**src/rtl/decode_issue_stage.sv**
```systemverilog
// Registered decode/issue stage for the 8-bit NAND CPU: one-entry slot with valid/ready
// handshake, per-register scoreboard interlock, halt tracking and flush.
module decode_issue_stage #(
  parameter int PC_W     = 8,
  parameter int WB_PORTS = 2,
  parameter bit SB_EN    = 1'b1
) (
  input  logic                  clk,
  input  logic                  n_rst,
  input  logic                  in_valid,
  output logic                  in_ready,
  input  logic [7:0]            in_instr,
  input  logic [PC_W-1:0]       in_pc,
  input  logic                  flush,
  output logic                  out_valid,
  input  logic                  out_ready,
  output logic [PC_W-1:0]       out_pc,
  output logic                  use_ra,
  output logic                  use_rt,
  output logic                  use_rw,
  output logic                  read_ps,
  output logic                  write_ps,
  output logic                  use_immdt,
  output logic                  mem_access,
  output logic                  jump,
  output logic                  branch,
  output logic                  interrupt,
  output logic                  halt,
  output logic [3:0]            rt_addr,
  output logic [3:0]            rw_addr,
  output logic [3:0]            immdt,
  output logic [1:0]            shift,
  output logic                  mem_op,
  output logic [2:0]            alu_op,
  input  logic [WB_PORTS-1:0]   wb_valid,
  input  logic [4*WB_PORTS-1:0] wb_addr,
  input  logic                  ps_wb,
  output logic                  halted
);
  localparam logic [2:0] ALU_CLR = 3'd0, ALU_CP = 3'd1, ALU_NAND = 3'd2, ALU_LS = 3'd3,
                         ALU_RS = 3'd4, ALU_EQ = 3'd5, ALU_NE = 3'd6, ALU_LI = 3'd7;

  typedef struct packed {
    logic       use_ra, use_rt, use_rw, read_ps, write_ps, use_immdt;
    logic       mem_access, jump, branch, interrupt, halt;
    logic [3:0] rt_addr, rw_addr, immdt;
    logic [1:0] shift;
    logic       mem_op;
    logic [2:0] alu_op;
  } dec_t;

  dec_t            w_dec, r_dec;
  logic            r_slot_v, r_ps_pend, r_halted;
  logic [PC_W-1:0] r_pc;
  logic [15:0]     r_pend, w_clr, w_set;
  logic            w_hazard, w_issue, w_accept;

  always_comb begin
    w_dec         = '0;
    w_dec.rt_addr = in_instr[3:0];
    w_dec.immdt   = in_instr[3:0];
    w_dec.shift   = in_instr[5:4];
    case (in_instr[7:4])
      4'h0: if (in_instr[3:0] == 4'h0) begin
              w_dec.use_rw = 1'b1; w_dec.alu_op = ALU_CLR;
            end else begin
              w_dec.use_ra = 1'b1; w_dec.use_rw = 1'b1;
              w_dec.rw_addr = in_instr[3:0]; w_dec.alu_op = ALU_CP;
            end
      4'h1: begin w_dec.use_ra = 1'b1; w_dec.use_rt = 1'b1; w_dec.use_rw = 1'b1; w_dec.alu_op = ALU_NAND; end
      4'h2: begin w_dec.use_ra = 1'b1; w_dec.use_rt = 1'b1; w_dec.use_rw = 1'b1; w_dec.alu_op = ALU_LS; end
      4'h3: begin w_dec.use_ra = 1'b1; w_dec.use_rt = 1'b1; w_dec.use_rw = 1'b1; w_dec.alu_op = ALU_RS; end
      4'h4, 4'h5: begin
              w_dec.use_ra = 1'b1; w_dec.use_rt = 1'b1; w_dec.write_ps = 1'b1;
              w_dec.alu_op = in_instr[4] ? ALU_NE : ALU_EQ;
            end
      4'h6: begin w_dec.use_rt = 1'b1; w_dec.read_ps = 1'b1; w_dec.branch = 1'b1; end
      4'h7: begin
              w_dec.use_rt = 1'b1; w_dec.use_rw = 1'b1;
              w_dec.rw_addr = in_instr[3:0]; w_dec.jump = 1'b1;
            end
      4'h8, 4'h9, 4'hA, 4'hB: begin
              w_dec.use_ra = 1'b1; w_dec.use_rw = 1'b1; w_dec.use_immdt = 1'b1; w_dec.alu_op = ALU_LI;
            end
      4'hC: begin w_dec.use_rt = 1'b1; w_dec.use_rw = 1'b1; w_dec.mem_access = 1'b1; end
      4'hD: begin w_dec.use_ra = 1'b1; w_dec.use_rt = 1'b1; w_dec.mem_access = 1'b1; w_dec.mem_op = 1'b1; end
      4'hE: begin w_dec.use_immdt = 1'b1; w_dec.interrupt = 1'b1; end
      default: begin w_dec.use_immdt = 1'b1; w_dec.halt = 1'b1; end
    endcase
  end

  // ra is hardwired to r0; the rw term guards against write-after-write
  assign w_hazard = (r_dec.use_ra && r_pend[0]) || (r_dec.use_rt && r_pend[r_dec.rt_addr]) ||
                    (r_dec.read_ps && r_ps_pend) || (r_dec.use_rw && r_pend[r_dec.rw_addr]);
  assign out_valid = r_slot_v && !(SB_EN && w_hazard);
  assign w_issue   = out_valid && out_ready;
  // a HLT leaving the slot must not let a follower in behind it
  assign in_ready  = !r_halted && !flush && (!r_slot_v || (w_issue && !r_dec.halt));
  assign w_accept  = in_valid && in_ready;

  always_comb begin
    w_clr = '0;
    w_set = '0;
    for (int k = 0; k < WB_PORTS; k++)
      if (wb_valid[k]) w_clr[wb_addr[4*k +: 4]] = 1'b1;
    if (w_issue && r_dec.use_rw) w_set[r_dec.rw_addr] = 1'b1;
  end

  always_ff @(posedge clk or negedge n_rst) begin
    if (!n_rst) begin
      r_slot_v  <= 1'b0;
      r_dec     <= '0;
      r_pc      <= '0;
      r_pend    <= '0;
      r_ps_pend <= 1'b0;
      r_halted  <= 1'b0;
    end else begin
      r_pend    <= (r_pend & ~w_clr) | w_set;
      r_ps_pend <= (r_ps_pend && !ps_wb) || (w_issue && r_dec.write_ps);
      if (w_issue && r_dec.halt) r_halted <= 1'b1;
      if (flush) r_slot_v <= 1'b0;
      else if (w_accept) begin
        r_slot_v <= 1'b1;
        r_dec    <= w_dec;
        r_pc     <= in_pc;
      end else if (w_issue) r_slot_v <= 1'b0;
    end
  end

  assign out_pc     = r_pc;
  assign use_ra     = r_dec.use_ra;
  assign use_rt     = r_dec.use_rt;
  assign use_rw     = r_dec.use_rw;
  assign read_ps    = r_dec.read_ps;
  assign write_ps   = r_dec.write_ps;
  assign use_immdt  = r_dec.use_immdt;
  assign mem_access = r_dec.mem_access;
  assign jump       = r_dec.jump;
  assign branch     = r_dec.branch;
  assign interrupt  = r_dec.interrupt;
  assign halt       = r_dec.halt;
  assign rt_addr    = r_dec.rt_addr;
  assign rw_addr    = r_dec.rw_addr;
  assign immdt      = r_dec.immdt;
  assign shift      = r_dec.shift;
  assign mem_op     = r_dec.mem_op;
  assign alu_op     = r_dec.alu_op;
  assign halted     = r_halted;
endmodule
```
**config.mk**
```make
export PLATFORM = sky130hd
export DESIGN_NAME = decode_issue_stage
export DESIGN_NICKNAME = d
export VERILOG_FILES = /design/src/rtl/decode_issue_stage.sv
export SDC_FILE = /design/constraint.sdc
export NUM_CORES = 1
export LEC_CHECK = 0
export ABC_CLOCK_PERIOD_IN_PS = 2800
export CAP_MARGIN = 0
export CORE_UTILIZATION = 35
export CTS_BUF_LIST = sky130_fd_sc_hd__clkbuf_4
export DETAILED_ROUTE_END_ITERATION = 16
export GPL_ROUTABILITY_DRIVEN = 0
export PLACE_DENSITY = 0.59
export SLEW_MARGIN = 20
export SYNTH_ARGS = -nofsm -noshare
export SYNTH_HDL_FRONTEND = slang
export SYNTH_SLANG_ARGS = --single-unit
```
**constraint.sdc**
```tcl
create_clock -name clk -period 2.8 [get_ports clk]
set_input_delay 0.56 -clock clk [delete_from_list [all_inputs] [get_ports clk]]
set_output_delay 0.56 -clock clk [all_outputs]
set_load 0.05 [all_outputs]
```
# == Yosys cells after proc, flatten, opt, wreduce, memory -nomap -nowiden ==
# Index checks and enable logic that the tools add are counted.
# classes
mux,33
n_reduce_logical,40
magnitude_cmp,7
bitwise_logic,5
eq_ne,14
# ops
op,n
$mux 16,3
$or 16x16->16,2
$reduce_or 10->1,3
$eq 4x4->1 const B,7
$lt 4x5->1 const B,4
$mux 1,20
$pmux 3 s6,1
$logic_and 1x1->1,17
$and 16x16->16,1
$eq 4x3->1 const B,4
$not 16->16,1
$reduce_or 15->1,1
$demux 1 s4,3
$ge 4x1->1 const B,3
$reduce_or 9->1,1
$bmux 1 s4,2
$eq 4x2->1 const B,2
$logic_not 4->1,2
$pmux 4 s2,1
$logic_not 1->1,6
$logic_or 1x1->1,5
$eq 4x1->1 const B,1
$mux 4,1
$reduce_or 2->1,2
6 further kinds,6
# totals
regBits,51
inputBits,32

# == Logic depth before layout (Yosys ltp) ==
# logic_depth
word_depth,15
mapped_depth,8
depth_no_buf,6

# == Worst setup path after synthesis ==
# Ideal clock, no wire load.
# synth_timing
kind,register to output
startpoint,reg r_dec (netlist bit rw_addr[0])
endpoint,out in_ready
required_ns,2.240
stages_incl_launch_ff,8
setup_slack_ns,-0.749
arrival_ns,2.989
path_cell_list,dfrtp_1 > buf_4 > mux4_2 > o2111ai_1 > and3_1 > nand2_1 > clkbuf_1 > o32ai_1
# synth_via
elab_chain_len,10
# synth_lines
item,line_no,rtl
from (decl),52,"dec_t w_dec, r_dec;"
from (signal assigned),124,r_dec <= w_dec;
$bmux 1 s4,94,(r_dec.read_ps && r_ps_pend) || (r_dec.use_rw && r_pend[r_dec.rw_addr]);
$mux 1 (implied by the code),94,
$logic_and 1x1->1,94,
$logic_or 1x1->1,94,
$logic_not 1->1,95,assign out_valid = r_slot_v && !(SB_EN && w_hazard);
$logic_and 1x1->1,95,
$logic_and 1x1->1,96,assign w_issue = out_valid && out_ready;
$logic_and 1x1->1,98,assign in_ready = !r_halted && !flush && (!r_slot_v || (w_issue && !r_dec.halt));
$logic_or 1x1->1,98,
$logic_and 1x1->1,98,
to (decl),11,"output logic in_ready,"
# No other way between the ends. The select of a mux whose other input is x is not followed.

==> results.py <==
metrics = {
    "run_status": {
        "status": "finished with violations",
        "failed_checks": "negative setup slack",
    },
    "timing": {
        "post-route-period-util_pct": 101,
        "maxSlewHeadroom_pct": 59.9,
        "layout_setup_ws_ns": -0.0212,
        "worst_slew_pin_slew_ns": 0.600,
        "finalSetupViolations": 1,
        "rsz0062_at_grt": "true",
        "fmax_ghz": 0.354,
        "maxSlewViolCount": 0,
        "hold_viol": 0,
        "layout_min_cycle_time_ns": 2.82,
        "finClkSkew_ns": 0.0111,
    },
    "floorplan": {
        "io_pins": 72,
        "rows": 33,
        "die_area_mm2": 0.00878,
        "start_util_pct": 36.0,
        "fp.dieW_um": 93.7,
        "fp.coreArea_mm2": 0.00818,
        "die_h_um": 93.7,
    },
    "power": {
        "clockPowerShare_pct": 8.5,
        "internal_power_uw": 2020,
        "p_seq_share_pct": 32.0,
        "power.total_uw": 3900,
        "pwr-share-comb_pct": 59.5,
        "switching_share_pct": 48.1,
        "leakage_uw": 0.00155,
        "p_sw_uw": 1880,
        "pwr_density_cell_mw_per_mm2": 1010,
        "ir_drop_mv": 0.464,
    },
    "clock_network": {
        "cts_root_buf": "clkbuf_4",
        "cts.clk_slew.worst_paths_ns": 0.15,
        "clock_latency_ns": 0.36,
        "ctsHoldBuffers": 0,
        "htree_num_levels": 2,
        "cts_sinks": 51,
        "cts_buffers": 5,
        "clockBufferDepth": 2,
        "cts_tree": "done",
    },
    "setup_path": {
        "arrival_ns": 2.26,
        "start_kind": "flip-flop",
        "worstPathRequired_ns": 2.24,
        "path_class": "flip-flop to output port",
        "r2r_slack_ns": 0.27,
        "crit_chain": "mux4_2 > o2111ai_2 > and3_4 > nand2_2 > o32ai_4 > buf_12",
        "cp_max_fo": 3,
        "cpMaxStageDelayCell": "mux4_2",
        "max_stage_delay_ns": 0.53,
        "crit_path_end_kind": "output port",
    },
    "placement": {
        "port_buffers": 71,
        "placed_area_mm2": 0.00375,
        "dp_hpwl_um": 5590,
        "pre_cts_ws_ns": 0.243,
    },
    "routing": {
        "viasPerCell": 5.39,
        "drc": 0,
        "post_drt_wl_per_cell_um": 16.7,
        "wl_um": 7420,
        "drt_iter0_drc": 197,
        "antenna_left": 0,
        "dr.pass1.iters": 4,
        "vias": 2392,
    },
    "synth": {
        "synth_cell_types": 43,
        "ys_async_sr_fraction_pct": 100,
        "ys_ff_latch": 51,
        "yosysWarnings": 0,
        "synth.area.top_cells": "dfrtp_1, mux2_4, nand2_1",
        "synth_top_area_cell": "dfrtp_1",
        "synth_edf_count": 0,
        "avgSynthCellArea_um2": 11.0,
        "ys_seq_area_share_pct": 43.3,
        "ys.flop_type": "dfrtp_1",
        "synth_cells": 267,
        "synth_top_area_share_pct": 43.3,
        "synth_area_mm2": 0.00294,
        "synth_nets": 299,
    },
    "global_route": {
        "grt_max_degree": 26,
        "grt_pass1_wl_um": 12000,
        "grt-ovfl-total": 0,
        "grt_pass1_vias": 2338,
        "antenna_found_initial": 0,
        "track_usage_pct": 17.8,
    },
    "cells_and_area": {
        "final_area_mm2": 0.00385,
        "diodes": 0,
        "post-route-util_pct": 47.0,
        "fin_nets": 370,
        "area_growth_pct": 30.6,
        "n_fill_cell": 760,
        "drive_gt1_share_pct": 19.8,
    },
    "job": {
        "cap_viol_max_count": 0,
    },
    "min_path": {
        "hold_path.class": "input port to async pin",
    },
}
==> placed cells by master, fill, tap and decap left out, types with 2 or more instances in the layout <==
master / instances
a21oi_1: 5
o41ai_1: 4
and3b_1: 2
o31ai_1: 10
o21ai_0: 3
nor2b_1: 6
mux4_2: 5
mux2_4: 20
buf_4: 11
clkbuf_4: 6
and3_1: 2
nand2_1: 37
o2111ai_2: 3
a31o_2: 2
nor3b_1: 2
a32oi_1: 6
nand4b_1: 2
mux2_1: 3
nand4_1: 2
nand2b_1: 3
inv_1: 8
clkdlybuf4s50_1: 68
o22ai_1: 2
nor2_1: 18
buf_12: 3
or3_1: 2
dfrtp_1: 48
dfrtp_2: 3
nand3_1: 7
mux2i_1: 11
a22oi_1: 12
mux2_2: 4
==> power by group through the flow <==
stage,clock network (µW),logic [µW],registers (µW)
6_report,333,2320,1250
5_1_grt,381,2430,1300
4_1_cts,342,2330,1250
3_5_place_dp,0,2280,1250
3_3_place_gp,0,2270,1250
2_1_floorplan,0,984,1830
==> stage by stage <==
stage	std cells	setup TNS, ns	hold WS, ns
detailed placement	434	0	0.479
global route	444	-0.261	0.164
CTS	444	-0.0316	0.175
global placement	434	0	0.479
finish	444	-0.0212	0.162
floorplan	267	-0.0464	0.264
==> worst max-delay path: cells and delay by family, from the launching register on <==
family | cells | cell delay (ns)
mux | 1 | 0.53
flops | 1 | 0.45
compound gates | 2 | 0.41
simple gates | 2 | 0.33
buf+inv | 1 | 0.17
==> cells by family (layout without fill, tap and decap cells) <==
logic type | Yosys count | after routing | synth area share [%]
and+or+nand+nor | 90 | 90 | 14.4
AOI/OAI and AO/OA | 56 | 56 | 15.2
DFF | 51 | 51 | 43.3
muxes | 43 | 43 | 20.6
buffers and inverters | 27 | 99 | 6.50
==> area by class of cell <==
cell class | instances | area [µm²] | area share, %
Multi-Input combinational cell | 189 | 1520 | 39.6
Sequential cell | 51 | 1280 | 33.3
Timing Repair Buffer | 83 | 828 | 21.5
Tap cell | 105 | 131 | 3.42
Clock buffer | 6 | 45.0 | 1.17
Inverter | 8 | 30.0 | 0.781
Clock inverter | 2 | 8.76 | 0.228
==> cells in the mapped netlist (2+ instances only) <==
cell        n
buf_4       8
a31o_2      2
nand3_1     7
mux2_2      4
or3_1       2
buf_6       8
nand4b_1    2
a22oi_1    12
and3_1      3
o41ai_1     4
mux2_1      3
o32ai_1     2
nand2_1    38
o2111ai_1   2
nor2_1     19
clkbuf_1    3
nor2b_1     6
mux4_2      4
o22ai_1     2
dfrtp_1    51
nand2b_1    4
o21ai_0     3
mux2i_1    11
mux2_4     20
a21oi_1     5
o31ai_1    10
inv_1       8
and3b_1     2
a32oi_1     6
nand4_1     2
nor3b_1     2
==> path summary, 6_finish.rpt <==
path | from | endpoint | depth (start not counted)
max in group asynchronous | n_rst | r_pend[3]$_DFF_PN0_ | 2
setup / recovery | immdt[0]$_DFFE_PN0P_ | in_ready | 6
hold / removal | n_rst | out_pc[4]$_DFFE_PN0P_ | 1
hold reg to reg | out_pc[7]$_DFFE_PN0P_ | out_pc[7]$_DFFE_PN0P_ | 1
min in group clk | out_pc[7]$_DFFE_PN0P_ | out_pc[7]$_DFFE_PN0P_ | 1
setup reg to reg | immdt[0]$_DFFE_PN0P_ | out_pc[7]$_DFFE_PN0P_ | 7
==> sequential cells by signal (all words and copies together), names as in the netlist, 2 cells and up <==
name / flops
rw_addr: 4
out_pc: 8
alu_op: 3
immdt: 4
shift: 2
r_pend: 16
==> timing repair <==
action	4_1_cts	5_1_grt
endpoints found under the setup margin	1	2
gates resized for setup	6	0
pin swaps	1	1
setup buffers	2	0
==> layer usage <==
| layer | global-route usage, % | up-vias | routed length, µm |
|---|---|---|---|
| met3 | 4.05 | 11 | 504 |
| met2 | 27.1 | 98 | 3570 |
| met5 | 0 | - | 0 |
| li1 | - | 1131 | - |
| met4 | 4.74 | 0 | 103 |
| met1 | 25.3 | 1152 | 3240 |
No activity file was read; power rests on OpenSTA's default activity.
